File: src/rtl/capture_ctrl_pkg.sv
// Shared types for the capture sequence controller: FSM state encoding and
// the width rule for the issued/delivered readback counters.
package capture_ctrl_pkg;

    typedef enum logic [2:0] {
        IDLE,
        ARM,
        RUN,
        DRAIN,
        READ,
        DONE
    } cap_state_e;

    // One extra bit so the counters can hold max_ram_address == 2**aw.
    function automatic int cnt_width(input int aw);
        return aw + 1;
    endfunction

endpackage

File: src/rtl/capture_sequence_ctrl_if.sv
// RAM port plus valid/ready readback stream of the capture sequence controller.
interface capture_sequence_ctrl_if #(
    parameter int address_width = 14,
    parameter int data_width    = 33
);
    logic                     ram_wren;
    logic [address_width-1:0] ram_addr;
    logic [data_width-1:0]    ram_q;
    logic [data_width-1:0]    rd_data;
    logic                     rd_valid;
    logic                     rd_ready;

    modport master (
        output ram_wren, ram_addr, rd_data, rd_valid,
        input  ram_q, rd_ready
    );

    modport slave (
        input  ram_wren, ram_addr, rd_data, rd_valid,
        output ram_q, rd_ready
    );
endinterface

File: src/rtl/readback_skid_fifo.sv
// Two-entry FIFO holding RAM read data; entry 0 is always the head, so the
// head data/valid come straight from flops.
module readback_skid_fifo #(
    parameter int data_width = 33
) (
    input  logic                  variable_clk,
    input  logic                  reset_n,
    input  logic                  clr,
    input  logic                  push,
    input  logic [data_width-1:0] push_data,
    input  logic                  pop,
    output logic [data_width-1:0] head_data,
    output logic                  head_valid,
    output logic [1:0]            count
);
    logic [data_width-1:0] d0_q, d0_d, d1_q, d1_d;
    logic                  v0_q, v0_d, v1_q, v1_d;

    always_comb begin
        d0_d = d0_q;
        d1_d = d1_q;
        v0_d = v0_q;
        v1_d = v1_q;
        // Pop first so a push into a full FIFO lands in the slot just freed.
        if (pop && v0_q) begin
            d0_d = d1_q;
            v0_d = v1_q;
            d1_d = '0;
            v1_d = 1'b0;
        end
        if (push) begin
            if (!v0_d) begin
                d0_d = push_data;
                v0_d = 1'b1;
            end else begin
                d1_d = push_data;
                v1_d = 1'b1;
            end
        end
        if (clr) begin
            d0_d = '0;
            d1_d = '0;
            v0_d = 1'b0;
            v1_d = 1'b0;
        end
    end

    always_ff @(posedge variable_clk) begin
        if (!reset_n) begin
            d0_q <= '0;
            d1_q <= '0;
            v0_q <= 1'b0;
            v1_q <= 1'b0;
        end else begin
            d0_q <= d0_d;
            d1_q <= d1_d;
            v0_q <= v0_d;
            v1_q <= v1_d;
        end
    end

    assign head_data  = d0_q;
    assign head_valid = v0_q;
    assign count      = {1'b0, v0_q} + {1'b0, v1_q};
endmodule

File: src/rtl/capture_sequence_ctrl.sv
// Capture run sequencer: arm the LFSR, gate the clock while filling the RAM,
// drain, then stream the captured words out over valid/ready.
module capture_sequence_ctrl
    import capture_ctrl_pkg::*;
#(
    parameter int address_width   = 14,
    parameter int max_ram_address = 4096,
    parameter int data_width      = 33,
    parameter int arm_cycles      = 4,
    parameter int drain_cycles    = 2
) (
    input  logic variable_clk,
    input  logic reset_n,
    input  logic start_req,
    input  logic abort,
    output logic start_signal,
    output logic enable,
    output logic busy,
    output logic done,
    capture_sequence_ctrl_if.master bus
);
    localparam int CNT_W  = cnt_width(address_width);
    localparam int PH_MAX = (arm_cycles > drain_cycles) ? arm_cycles : drain_cycles;
    localparam int PH_W   = (PH_MAX > 1) ? $clog2(PH_MAX) : 1;
    localparam logic [CNT_W-1:0]         MAX_C      = CNT_W'(max_ram_address);
    localparam logic [address_width-1:0] LAST_ADDR  = address_width'(max_ram_address - 1);
    localparam logic [PH_W-1:0]          ARM_LAST   = PH_W'(arm_cycles - 1);
    localparam logic [PH_W-1:0]          DRAIN_LAST = PH_W'((drain_cycles > 0) ? drain_cycles - 1 : 0);

    cap_state_e               state_q, state_d;
    logic [PH_W-1:0]          phase_q, phase_d;
    logic [address_width-1:0] ram_addr_q, ram_addr_d;
    logic [CNT_W-1:0]         issued_q, issued_d, deliv_q, deliv_d;
    logic                     inflight_q, inflight_d;
    logic                     start_cur_q, start_cur_d, start_prev_q, start_prev_d;
    logic                     start_signal_q, start_signal_d, enable_q, enable_d;
    logic                     ram_wren_q, ram_wren_d, busy_q, busy_d, done_q, done_d;

    logic                  start_edge, issue, pop, fifo_clr, fifo_valid;
    logic [data_width-1:0] fifo_data;
    logic [1:0]            fifo_count;
    logic [2:0]            occ;

    assign start_edge = start_cur_q & ~start_prev_q;
    assign pop        = fifo_valid & bus.rd_ready;
    // Slots already claimed after this cycle's pop: FIFO entries plus the word on ram_q.
    assign occ        = 3'(fifo_count) + 3'(inflight_q) - 3'(pop);

    always_comb begin
        state_d      = state_q;
        phase_d      = phase_q;
        ram_addr_d   = ram_addr_q;
        issued_d     = issued_q;
        deliv_d      = deliv_q;
        inflight_d   = 1'b0;
        issue        = 1'b0;
        fifo_clr     = 1'b0;
        start_cur_d  = start_req;
        start_prev_d = start_cur_q;
        case (state_q)
            IDLE, DONE: if (start_edge) begin
                state_d = ARM;
                phase_d = '0;
            end
            ARM: if (phase_q == ARM_LAST) begin
                state_d = RUN;
                phase_d = '0;
            end else begin
                phase_d = phase_q + PH_W'(1);
            end
            RUN: if (ram_addr_q == LAST_ADDR) begin
                state_d    = DRAIN;
                ram_addr_d = '0;
            end else begin
                ram_addr_d = ram_addr_q + address_width'(1);
            end
            DRAIN: if (phase_q == DRAIN_LAST) begin
                state_d = READ;
                phase_d = '0;
            end else begin
                phase_d = phase_q + PH_W'(1);
            end
            READ: begin
                issue      = (issued_q < MAX_C) && (occ < 3'd2);
                inflight_d = issue;
                if (issue) begin
                    ram_addr_d = ram_addr_q + address_width'(1);
                    issued_d   = issued_q + CNT_W'(1);
                end
                if (pop) deliv_d = deliv_q + CNT_W'(1);
                if (pop && (deliv_q == MAX_C - CNT_W'(1))) begin
                    state_d    = DONE;
                    ram_addr_d = '0;
                    issued_d   = '0;
                    deliv_d    = '0;
                end
            end
            default: state_d = IDLE;
        endcase
        if (abort) begin
            state_d    = IDLE;
            phase_d    = '0;
            ram_addr_d = '0;
            issued_d   = '0;
            deliv_d    = '0;
            inflight_d = 1'b0;
            fifo_clr   = 1'b1;
        end
        start_signal_d = (state_d == ARM);
        enable_d       = (state_d == RUN);
        ram_wren_d     = (state_d == RUN);
        busy_d         = (state_d != IDLE) && (state_d != DONE);
        done_d         = (state_d == DONE);
    end

    always_ff @(posedge variable_clk) begin
        if (!reset_n) begin
            state_q        <= IDLE;
            phase_q        <= '0;
            ram_addr_q     <= '0;
            issued_q       <= '0;
            deliv_q        <= '0;
            inflight_q     <= 1'b0;
            // Track the live input so a level held through reset is not an edge.
            start_cur_q    <= start_req;
            start_prev_q   <= start_req;
            start_signal_q <= 1'b0;
            enable_q       <= 1'b0;
            ram_wren_q     <= 1'b0;
            busy_q         <= 1'b0;
            done_q         <= 1'b0;
        end else begin
            state_q        <= state_d;
            phase_q        <= phase_d;
            ram_addr_q     <= ram_addr_d;
            issued_q       <= issued_d;
            deliv_q        <= deliv_d;
            inflight_q     <= inflight_d;
            start_cur_q    <= start_cur_d;
            start_prev_q   <= start_prev_d;
            start_signal_q <= start_signal_d;
            enable_q       <= enable_d;
            ram_wren_q     <= ram_wren_d;
            busy_q         <= busy_d;
            done_q         <= done_d;
        end
    end

    readback_skid_fifo #(.data_width(data_width)) u_fifo (
        .variable_clk (variable_clk),
        .reset_n      (reset_n),
        .clr          (fifo_clr),
        .push         (inflight_q),
        .push_data    (bus.ram_q),
        .pop          (pop),
        .head_data    (fifo_data),
        .head_valid   (fifo_valid),
        .count        (fifo_count)
    );

    assign start_signal = start_signal_q;
    assign enable       = enable_q;
    assign busy         = busy_q;
    assign done         = done_q;
    assign bus.ram_wren = ram_wren_q;
    assign bus.ram_addr = ram_addr_q;
    assign bus.rd_data  = fifo_data;
    assign bus.rd_valid = fifo_valid;
endmodule

File: src/flat_wrapper.sv
// flat-port wrapper written by rule: the top's interface ports become plain ports
module capture_sequence_ctrl_flat import capture_ctrl_pkg::*;
#(
    parameter int address_width   = 14,
    parameter int max_ram_address = 4096,
    parameter int data_width      = 33,
    parameter int arm_cycles      = 4,
    parameter int drain_cycles    = 2
)
  (variable_clk, reset_n, start_req, abort, start_signal, enable, busy, done, bus_ram_wren, bus_ram_addr, bus_rd_data, bus_rd_valid, bus_ram_q, bus_rd_ready);
  capture_sequence_ctrl_if #(.address_width(address_width), .data_width(data_width)) bus_i ();
  input  logic variable_clk;
  input  logic reset_n;
  input  logic start_req;
  input  logic abort;
  output logic start_signal;
  output logic enable;
  output logic busy;
  output logic done;
  output wire logic [$bits(bus_i.ram_wren)-1:0] bus_ram_wren;
  output wire logic [$bits(bus_i.ram_addr)-1:0] bus_ram_addr;
  output wire logic [$bits(bus_i.rd_data)-1:0] bus_rd_data;
  output wire logic [$bits(bus_i.rd_valid)-1:0] bus_rd_valid;
  input wire logic [$bits(bus_i.ram_q)-1:0] bus_ram_q;
  input wire logic [$bits(bus_i.rd_ready)-1:0] bus_rd_ready;
  assign bus_ram_wren = bus_i.ram_wren;
  assign bus_ram_addr = bus_i.ram_addr;
  assign bus_rd_data = bus_i.rd_data;
  assign bus_rd_valid = bus_i.rd_valid;
  assign bus_i.ram_q = bus_ram_q;
  assign bus_i.rd_ready = bus_rd_ready;
  capture_sequence_ctrl #(.address_width(address_width), .max_ram_address(max_ram_address), .data_width(data_width), .arm_cycles(arm_cycles), .drain_cycles(drain_cycles)) u_core (.variable_clk(variable_clk), .reset_n(reset_n), .start_req(start_req), .abort(abort), .start_signal(start_signal), .enable(enable), .busy(busy), .done(done), .bus(bus_i));
endmodule
File: config.mk
export PLATFORM = sky130hd
export DESIGN_NAME = capture_sequence_ctrl_flat
export DESIGN_NICKNAME = d
export VERILOG_FILES = /design/src/rtl/capture_ctrl_pkg.sv /design/src/rtl/capture_sequence_ctrl_if.sv /design/src/rtl/readback_skid_fifo.sv /design/src/rtl/capture_sequence_ctrl.sv /design/src/flat_wrapper.sv
export SDC_FILE = /design/constraint.sdc
export NUM_CORES = 1
export LEC_CHECK = 0
export BUFFER_PORTS_ARGS = -buffer_cell sky130_fd_sc_hd__buf_2
export CAP_MARGIN = 40
export CORE_ASPECT_RATIO = 0.6
export CORE_MARGIN = 2
export CORE_UTILIZATION = 30
export DETAILED_ROUTE_END_ITERATION = 12
export GPL_TIMING_DRIVEN = 0
export PLACE_DENSITY = 0.57
export SYNTH_ARGS = -nofsm -noshare
export SYNTH_HDL_FRONTEND = slang
export SYNTH_SLANG_ARGS = --single-unit
File: constraint.sdc
create_clock -name variable_clk -period 4.34 [get_ports variable_clk]
set_clock_uncertainty 0.2 [all_clocks]
set_input_delay 0.651 -clock variable_clk [delete_from_list [all_inputs] [get_ports variable_clk]]
set_output_delay 0.651 -clock variable_clk [all_outputs]
set_load 0.05 [all_outputs]
Yosys cells after proc, flatten, opt, wreduce, memory -nomap -nowiden
Cells that the tools add are included.
Word-level totals
  logic and storage cells: 95
  memories: 0
  bits in latches: 0
  output and inout port bits: 53
  register bits after elaboration: 124
  memory bits (read-only): 0
  bits of input ports: 38
  bits in writable memories: 0
Operators by class
  multiplexer cells: 32
  div/mod/pow operators: 0
  $lt $le $gt $ge: 2
  equal/unequal tests: 15
  shift operators: 0
  bitwise operators: 5
  add/sub/neg operators: 7
  multiply operators: 0
  reductions and logical operators: 18
Operators with widths (number)
  $mux W33: 6
  $mux W15: 4
  $mux W14: 3
  $add A15 B1 Y15 const B: 2
  $pmux W14 S2: 1
  $mux W3: 6
  $eq A15 B12 Y1 const B: 1
  $lt A15 B13 Y1 const B: 1
  $pmux W3 S5: 1
  $add A14 B1 Y14 const B: 1
  $eq A14 B12 Y1 const B: 1
  $eq A3 B2 Y1 const B: 3
  $eq A3 B3 Y1 const B: 3
  $reduce_and A2 Y1: 4
  $mux W1: 7
  $eq A3 B1 Y1 const B: 2
  $mux W2: 3
  $pmux W2 S3: 1
  $reduce_bool A2 Y1: 3
  $reduce_bool A3 Y1: 2
  $reduce_or A2 Y1: 3
  $logic_and A1 B1 Y1: 4
  $add A2 B1 Y3: 1
  $logic_not A3 Y1: 1
  12 further kinds: 15

Depth between registers and ports, before layout
Gate-level depths: netlist of run 1.
  word-level depth: 8
  depth in mapped cells: 13
  depth with buffers taken out: 11

By module
From an unflattened synthesis of run 1, not the netlist that was laid out.
Unflattened totals
  cell total of the unflattened synthesis: 737
  area, all modules: 6297.3 um2
Modules (own cells, without submodules)
  readback_skid_fifo: cells each 398, seq. area each 1361.3 um2, instances 1, area an instance 3395.8 um2
  capture_sequence_ctrl: cells each 339, seq. area each 1121.1 um2, instances 1, area an instance 2901.5 um2

Worst setup path before layout of run 1
No wires, ideal clock.
  path kind: flip-flop to flip-flop
  from: register u_core.u_fifo.v0_q (netlist: u_core.u_fifo.head_valid)
  to: register u_core.issued_q[11]
  cell stages (with the launch flop): 14
  buffers on the path: 2
  data required time: 4.012 ns
  period minus slack after synthesis: 3.384 ns
  slack: 0.956 ns
  setup time: 0.128 ns
  data arrival time: 3.056 ns
  cell sequence: dfxtp_1 > nand2_1 > inv_2 > clkbuf_1 > ha_1 > inv_1 > ha_1 > a21oi_1 > xnor2_1 > nor2_1 > clkbuf_1 > a311oi_1 > a41oi_1 > o21ai_0
On the way
  longest elaborated chain between the ends: 7
  elaborated cells on any way between the ends: 10
  classes of those cells: add/sub (3); order compare (1); mux (1); bitwise (1); reduce/logical (4)
RTL lines
  from (decl): line readback_skid_fifo.sv:17  | logic v0_q, v0_d, v1_q, v1_d;
  from (signal assigned): line readback_skid_fifo.sv:57  | v0_q <= v0_d;
  $add A1 B1 Y2: line readback_skid_fifo.sv:64  | assign count = {1'b0, v0_q} + {1'b0, v1_q};
  $add A2 B1 Y3: line capture_sequence_ctrl.sv:47  | assign occ = 3'(fifo_count) + 3'(inflight_q) - 3'(pop);
  $sub A3 B1 Y3: line capture_sequence_ctrl.sv:47
  $lt A3 B2 Y1: line capture_sequence_ctrl.sv:84  | issue = (issued_q < MAX_C) && (occ < 3'd2);
  $logic_and A1 B1 Y1: line capture_sequence_ctrl.sv:84
  $reduce_bool A2 Y1 (no source line)
  $reduce_and A2 Y1 (no source line)
  to (signal assigned): line capture_sequence_ctrl.sv:136  | issued_q <= issued_d;
  to (decl): line capture_sequence_ctrl.sv:33  | logic [CNT_W-1:0] issued_q, issued_d, deliv_q, deliv_d;
Parallel ways exist; a longest one is shown, timed or not.
A chain may end at the register's enable or synchronous reset.

Worst setup path after layout of run 1
Ends and elaborated chain as after synthesis.

==> results of run 1 <==
## worst register-to-register path: cells and delay by family, from the launching register on
family | cells | cell delay, ns
AO/OA/AOI/OAI | 4 | 0.63
XOR/XNOR | 1 | 0.14
AND/OR/NAND/NOR | 2 | 0.66
adder cells (fa/ha/maj) | 2 | 0.54
flip-flops | 1 | 0.37
buffers and inverters | 4 | 1.12
## layer usage
layer	GRT usage, %	up-vias	part of all wire, %	wire [um]
met4	5.02	0	0.82	124
li1	-	2533	-	-
met1	26.0	2303	56	8510
met3	4.27	12	6.1	921
met2	21.2	136	37	5590
met5	0	-	0	0
## cell families after synthesis
family / after synthesis / share of synthesized area [%]
AND/OR/NAND/NOR: 314 / 26.4
flip-flops: 124 / 46.5
AO/OA/AOI/OAI: 123 / 15.5
buffers and inverters: 56 / 4.10
XOR/XNOR: 30 / 4.92
adder cells (fa/ha/maj): 8 / 1.88
multiplexers: 3 / 0.586
## worst max path at each step
stage | startpoint | to | slack (ns) | cells after the start
after global routing | u_core.u_fifo.head_valid | u_core.issued_q[11] | 0.19 | 13
after detailed placement | bus_rd_ready | u_core.issued_q[11] | 0.23 | 14
final | u_core.u_fifo.head_valid | u_core.issued_q[11] | 0.56 | 13
after floorplan | u_core.u_fifo.head_valid | u_core.issued_q[11] | 0.96 | 13
after global placement | bus_rd_ready | u_core.issued_q[11] | 0.23 | 14
after CTS | u_core.u_fifo.head_valid | u_core.issued_q[11] | 0.56 | 13
## Yosys cell counts, drive strengths merged, types with 4 or more instances
cell and count:
xnor2 14, nand3 49, a31oi 7, nand2 127, buf 11, inv 12, o31ai 4, nor2 81
a21oi 48, or3 5, and3 7, xor2 16, nor2b 4, ha 8, a311oi 39, clkbuf 33
nand4 9, dfxtp 124, o21ai 11, and2 4, nor3 9
## layout by cell type (no fill, tap or decap), types with 8 or more instances in the layout
cell type and instances:
nand4_1 9, xor2_1 16, nand2_1 127, o21ai_0 9
a311oi_1 39, clkbuf_16 17, buf_2 94, a21oi_1 48
nand3_1 48, dfxtp_1 124, clkbuf_1 33, nor2_1 81
inv_1 11, ha_1 8, xnor2_1 14
## cell type report
class,count,area [um^2]
sequential,124,2480
multi-input combinational,478,2630
fill,1813,10600
tap,234,293
inverter,12,45.0
clock buffer,18,439
buffer,44,174
timing repair buffer,90,450
clock inverter,14,186
## registers in the layout, indices dropped and copies added, names as in the netlist
register                  count
u_core.state_q                3
u_core.u_fifo.head_valid      1
u_core.start_signal           1
u_core.inflight_q             1
u_core.deliv_q               15
u_core.u_fifo.d1_q           33
u_core.busy                   1
u_core.phase_q                2
u_core.enable                 1
u_core.start_prev_q           1
u_core.start_cur_q            1
u_core.done                   1
u_core.bus.ram_addr          14
u_core.u_fifo.v1_q            1
u_core.issued_q              15
u_core.u_fifo.head_data      33
## metrics by stage
step / hold slack [ns] / util, %
CTS: 0.134 / 38.8
global placement: 0.256 / 35.2
floorplan: 0.242 / -
detailed placement: 0.259 / 35.2
finish: 0.143 / 38.8
global route: 0.139 / 38.8
## power by group
group          switching, uW  internal (uW)  total [uW]
Clock                    585            933        1520
Sequential              1.16           1140        1140
Combinational           43.9           20.4        64.3
Total                    630           2090        2720
==> impl_metrics.tcl, run 1 <==
set metrics [dict create \
    cp_slowest_stage_delay_ns 0.42 \
    synth_area_um2 5340 \
    antenna_found_initial 0 \
    postCtsResizedCells 0 \
    syn_to_final_growth_pct 25.7 \
    ir_worst_vdd_v 0.000187 \
    die-area_um2 18900 \
    insertion_delay_ns 0.42 \
    place_hpwl_um 11000 \
    cp_max_fo 10 \
    num_io_pins 91 \
    status "complete, no violations" \
    rsz0062_at_grt "false" \
    final.min_clock_period_ns 3.78 \
    grt_pass1_wl_um 24500 \
    r2r_cells 13 \
    port_buffers 90 \
    worst_pin_slew_ns 0.625 \
    synthFlopType "dfxtp_1" \
    die_h_um 107 \
    hold_depth 1 \
    synth_edf_count 0 \
    drt_wl_total_um 15100 \
    cts.sinks 124 \
    synth_seq_area_share_pct 46.5 \
    yosysTopAreaCellShare_pct 46.5 \
    ys_warn_count 0 \
    cts_buffers 17 \
    drive_gt1_share_pct 17.3 \
    pre_cts_slack_ns 0.226 \
    cts.path.max_buffers 2 \
    worstSetupPathType "reg -> reg" \
    fin_tns_setup_ns 0 \
    grt_overflow_total 0 \
    reg2reg_slack_ns 0.56 \
    slowest_stage "clkbuf_1" \
    cp-start-kind "flop" \
    p_per_area_nw_per_um2 406 \
    maxSlewHeadroom_pct 58.3 \
    initial_core_util_pct 30.9 \
    synth_area_per_cell_um2 8.11 \
    postPlaceCellArea_um2 6080 \
    arrival_ns 3.87 \
    dr.pass1.iters 6 \
    clockRootBuffer "clkbuf_16" \
    synth.area.top_cells "dfxtp_1, nand2_1, a311oi_1, nor2_1, a21oi_1" \
    hold_viol_final 0 \
    synth-seq-cells 124 \
    synth_nets 704 \
    synthCells 658 \
    die_w_um 176 \
    core_area_um2 17300 \
    design_area_um2 6700 \
    max_cap_viol_count 0 \
    hold_end "u_core.start_cur_q" \
    path_buf_inv 4 \
    period_share_pct 87.2 \
    worstPathRequired_ns 4.43 \
    grt_max_degree 17 \
    post_cts_buffers 0 \
    wl_per_cell_um 14.9 \
    postRouteAntennaNets 0 \
    dp.cells 982 \
    hold_buffers 0 \
    rr_startpoint "u_core.u_fifo.head_valid" \
    grtUsageTotal_pct 16.5 \
    fmaxAchievable_ghz 0.264 \
    rows 37 \
    num_vias 4984 \
    hp-class "in -> reg" \
    design_power_total_uw 2720 \
    synth-async-reset-ratio_pct 0 \
    nets 813 \
    drc 0 \
    place_congestion 0.785 \
    cellLeakagePower_uw 0.00241 \
    hold_start "start_req" \
    cp_cell_sequence "nand2_1 -> inv_2 -> clkbuf_1 -> ha_1 -> inv_1 -> ha_1 -> a21oi_1 -> xnor2_1 -> nor2_1 -> clkbuf_1 -> a311oi_1 -> a41oi_1 -> o21ai_0" \
    final_max_slew_viol_count 0 \
    cts_tree "built" \
    netlist.top_cell.by_area "dfxtp_1" \
    crit_path_end_kind "flop" \
    grt_pass1_vias 4613 \
    fin_ws_ns 0.557 \
    viasPerCell 4.92 \
    layout.cells.non_filler 1014 \
    cts.clk_slew.worst_paths_ns 0.06 \
    drt_iter0_drc 434 \
    timing.rr.end "u_core.issued_q[11]" \
    num_antenna_cells 0 \
    crit_family "buffers and inverters" \
    yosysUniqueCellTypes 49 \
    ctsHtreeMaxLevel 4 \
    final-setup-viol-count 0 \
]
No activity file was read; power rests on OpenSTA's default activity.
==> inputs of run 2 (changes only) <==
PLACE_DENSITY = not set   (was 0.57)
PLACE_DENSITY_LB_ADDON = 0.25   (was not set)
==> run 2 against run 1 <==
Effect of this change: maximum frequency up 7.5%; highest routed layer unchanged; setup slack better by 0.26 ns; flip-flop and latch count unchanged; clock power down 3%; non-clock buffer count down 1; worst hold slack worse by 0.0073 ns; largest power group unchanged.
==> impl_metrics.tcl, run 2 (same netlist as run 1, synthesis figures left out) <==
set metrics [dict create \
    period_share_pct 81.1 \
    crit_path_end_kind "flop" \
    post_cts_buffers 0 \
    place_hpwl_um 11000 \
    fin_ws_ns 0.820 \
    hold_viol_final 0 \
    drt_iter0_drc 357 \
    drive_gt1_share_pct 17.3 \
    clockRootBuffer "clkbuf_16" \
    initial_core_util_pct 30.9 \
    num_antenna_cells 0 \
    maxSlewHeadroom_pct 57.1 \
    dr.pass1.iters 5 \
    rows 37 \
    viasPerCell 4.89 \
    ctsHtreeMaxLevel 4 \
    nets 812 \
    multi_input_area_um2 2630 \
    drc 0 \
    hold_start "start_req" \
    reg2reg_slack_ns 0.82 \
    cts.sinks 124 \
    worstPathRequired_ns 4.43 \
    rr_startpoint "u_core.u_fifo.head_valid" \
    pre_cts_slack_ns 0.128 \
    grt_overflow_total 0 \
    drt_wl_total_um 15100 \
    hold_buffers 0 \
    fmaxAchievable_ghz 0.284 \
    insertion_delay_ns 0.42 \
    busiest_layer "met1" \
    max_cap_viol_count 0 \
    status "complete, no violations" \
    r2r_cells 12 \
    postRouteAntennaNets 0 \
    cp_max_fo 18 \
    fillers 1835 \
    hold_end "u_core.start_cur_q" \
    grt_max_degree 17 \
    cp-start-kind "flop" \
    die_h_um 107 \
    grtUsageTotal_pct 16.4 \
    rsz0062_at_grt "false" \
    grt_use_met2_pct 21.0 \
    final_max_slew_viol_count 0 \
    p_per_area_nw_per_um2 400 \
    postCtsResizedCells 0 \
    final_common_cell "nand2_1" \
    grtUsageMet3_pct 3.60 \
    num_vias 4956 \
    final.min_clock_period_ns 3.52 \
    core_area_um2 17300 \
    hold_depth 1 \
    arrival_ns 3.61 \
    hp-class "in -> reg" \
    place_congestion 0.819 \
    ir_worst_vdd_v 0.000172 \
    use_met1_pct 26.1 \
    wl_per_cell_um 14.9 \
    die-area_um2 18900 \
    timing.rr.end "u_core.issued_q[11]" \
    grt_pass1_vias 4578 \
    cts_tree "built" \
    die_w_um 176 \
    fin_tns_setup_ns 0 \
    num_io_pins 91 \
    cts.path.max_buffers 2 \
    worstSetupPathType "reg -> reg" \
    syn_to_final_growth_pct 25.2 \
    port_buffers 90 \
    cts.clk_slew.worst_paths_ns 0.06 \
    antenna_found_initial 0 \
    cts_buffers 17 \
    mostFrequentLayoutCells "nand2_1, dfxtp_1, buf_2" \
    worst_pin_slew_ns 0.644 \
    grt_pass1_wl_um 24400 \
    regArea_um2 2480 \
    final-setup-viol-count 0 \
    cellLeakagePower_uw 0.00240 \
]
## run 2: final cells by class
cell class	instances	share of cell area, %
Timing Repair Buffer	90	6.75
Inverter	12	0.675
Sequential cell	124	37.2
Multi-Input combinational cell	478	39.4
Clock buffer	17	6.37
Buffer	43	2.55
Clock inverter	15	2.66
Tap cell	234	4.38
## run 2: layer usage
metal | wire (um) | up-vias
li1 | - | 2527
met1 | 8570 | 2297
met2 | 5710 | 119
met3 | 631 | 13
met4 | 169 | 0
met5 | 0 | -
## run 2: worst max-delay path by stage
stage                                   startpoint  depth (start not counted)                      to
after floorplan           u_core.u_fifo.head_valid                         13     u_core.issued_q[11]
after global placement                bus_rd_ready                         14  u_core.bus.ram_addr[4]
after detailed placement              bus_rd_ready                         14     u_core.issued_q[11]
after CTS                 u_core.u_fifo.head_valid                         13     u_core.issued_q[11]
after global routing      u_core.u_fifo.head_valid                         12     u_core.issued_q[11]
final                     u_core.u_fifo.head_valid                         12     u_core.issued_q[11]
## run 2: metrics by stage
step	cells	cell area, um^2	power (uW)	util (%)	hold slack [ns]
after floorplan	658	5340	1190	-	0.242
after global placement	982	6080	1230	35.2	0.256
after detailed placement	982	6080	1230	35.2	0.258
after CTS	1014	6680	2690	38.7	0.122
after global routing	1013	6680	2750	38.7	0.124
final	1013	6680	2670	38.7	0.135
## run 2: power breakdown
part	switching, uW	internal, uW
clock	600	867
combinational	42.6	20.4
sequential	1.14	1140
## run 2: critical path: stages, from the launching register on
cell and delay [ns]:
dfxtp_1 0.38, nand2_1 0.25, inv_2 0.37, ha_1 0.30, inv_1 0.06, ha_1 0.22
a21oi_1 0.18, xnor2_1 0.14, nor2_1 0.42, clkbuf_1 0.41, a311oi_1 0.17, a41oi_1 0.18
o21ai_0 0.10
==> inputs of run 3 (changes only) <==
clock period = 3.3 ns   (was 4.34 ns; I/O delays follow)
==> run 3 against run 2 <==
Effect of this change: total power increased by 27%; routed wire length decreased by 0.38%; final area decreased by 0.11%; sequential power increased by 32%; die area unchanged; worst hold slack got worse by 0.014 ns; final cell count about the same; sequential share of layout area increased by 0.061 points; combinational power increased by 34%; critical endpoint is now u_core.issued_q[9].
==> impl_metrics.tcl, run 3 (same netlist as run 1, synthesis figures left out) <==
set metrics [dict create \
    status "complete, no violations" \
    wl_met2_um 5720 \
    syn_to_final_growth_pct 25.0 \
    place_hpwl_um 10900 \
    rows 37 \
    maxSlewHeadroom_pct 59.1 \
    fmaxAchievable_ghz 0.330 \
    max_cap_viol_count 0 \
    period_share_pct 91.8 \
    cts.clk_slew.worst_paths_ns 0.07 \
    viasPerCell 4.89 \
    cts_tree "built" \
    place_congestion 0.782 \
    regArea_um2 2480 \
    drc 0 \
    die_w_um 176 \
    postRouteAntennaNets 0 \
    drive_gt1_share_pct 17.9 \
    cts_buffers 17 \
    post_cts_buffers 0 \
    crit_path_end_kind "flop" \
    final_common_cell "nand2_1" \
    worstPathRequired_ns 3.40 \
    grt_pass1_wl_um 24700 \
    cp_slowest_stage_delay_ns 0.34 \
    top_layer_used "met4" \
    design_power_total_uw 3410 \
    drt_iter0_drc 339 \
    cellLeakagePower_uw 0.00239 \
    final-setup-viol-count 0 \
    nets 813 \
    port_buffers 90 \
    fillers 1794 \
    pre_cts_slack_ns -0.712 \
    multi_input_area_um2 2640 \
    cp_cell_sequence "nand2_2 -> inv_6 -> ha_1 -> inv_1 -> ha_1 -> a21oi_1 -> xnor2_1 -> or2_1 -> clkbuf_2 -> a211oi_1 -> xnor2_1 -> nor2_1" \
    dr.pass1.iters 5 \
    num_io_pins 91 \
    drt_wl_total_um 15000 \
    grt_max_degree 19 \
    wl_met3_um 575 \
    antenna_found_initial 0 \
    num_vias 4958 \
    wl_per_cell_um 14.8 \
    insertion_delay_ns 0.42 \
    num_antenna_cells 0 \
    grt_pass1_vias 4654 \
    clockRootBuffer "clkbuf_16" \
    ir_worst_vdd_v 0.000252 \
    hold_viol_final 0 \
    mostFrequentLayoutCells "nand2_1, dfxtp_1, buf_2" \
    ctsHtreeMaxLevel 4 \
    worstSetupPathType "reg -> reg" \
    cts.sinks 124 \
    cp-start-kind "flop" \
    rsz0062_at_grt "false" \
    hp-class "in -> reg" \
    die_h_um 107 \
    final.min_clock_period_ns 3.03 \
    grtUsageTotal_pct 16.4 \
    cts.path.max_buffers 2 \
    fin_util_pct 38.6 \
    die-area_um2 18900 \
    p_per_area_nw_per_um2 511 \
    arrival_ns 3.13 \
    initial_core_util_pct 30.9 \
    core_area_um2 17300 \
    cp_max_fo 18 \
    grt_overflow_total 0 \
    worst_pin_slew_ns 0.614 \
    slowest_stage "dfxtp_2" \
    final_max_slew_viol_count 0 \
    fin_ws_ns 0.271 \
    drt-met1-wl_um 8560 \
]
## run 3: cell types whose count changed in the layout (fill, tap and decap cells not counted), moves of 2 or more
cell	change
clkbuf_1	-2
inv_8	+3
clkbuf_2	+2
bufinv_16	-2
clkinvlp_4	+3
clkinv_4	-4
## run 3: area by class of cell
cell class | instances | share of cell area, %
Timing Repair Buffer | 91 | 6.90
Tap cell | 234 | 4.39
Sequential cell | 124 | 37.2
Clock buffer | 17 | 6.38
Multi-Input combinational cell | 478 | 39.6
Inverter | 12 | 0.750
Buffer | 43 | 2.59
Clock inverter | 15 | 2.19
## run 3: path summary, 6_finish.rpt
path	start	end	slack (ns)	depth (start not counted)
worst min-delay path	bus_ram_q[30]	u_core.u_fifo.d1_q[30]	0.12	3
worst max-delay path	u_core.u_fifo.head_valid	u_core.issued_q[9]	0.27	12
worst max register to register	u_core.u_fifo.head_valid	u_core.issued_q[9]	0.27	12
worst min register to register	u_core.u_fifo.d1_q[2]	u_core.u_fifo.d1_q[2]	0.27	2
## run 3: timing repair
| action | in CTS | in global routing |
|---|---|---|
| gates resized for setup | 3 | 3 |
| setup endpoints to repair | 27 | 14 |
| endpoints found under the hold margin | 1 | 0 |
| hold buffers | 1 | 0 |
| cloned | 0 | 0 |
## run 3: worst max-delay path, delay by kind of cell (launching register included)
kind | cells | cell delay, ns
AOI/OAI and AO/OA | 2 | 0.51
xor gates and xnor gates | 2 | 0.30
adders and majority gates | 2 | 0.55
buffers and inverters | 3 | 0.40
DFF | 1 | 0.34
and+or+nand+nor | 3 | 0.59
## run 3: metrics by stage
stage               hold slack [ns]  area (um^2)  setup TNS, ns  std cells
floorplan                     0.242         5340              0        658
global placement              0.256         6080         -14.74        982
detailed placement            0.260         6080         -13.91        982
CTS                           0.107         6660              0       1014
global route                  0.116         6670              0       1014
finish                        0.122         6670              0       1014
## run 3: where the power goes
part,switching (uW),internal [uW],total (uW)
Sequential,1.38,1500,1500
Combinational,56.6,27.6,84.2
Clock,818,1000,1820
Total,876,2530,3410
## run 3: metal layers
layer | up-vias | track usage (%)
met5 | - | 0
met3 | 16 | 2.65
met2 | 98 | 21.1
li1 | 2524 | -
met1 | 2320 | 26.4
met4 | 0 | 5.67
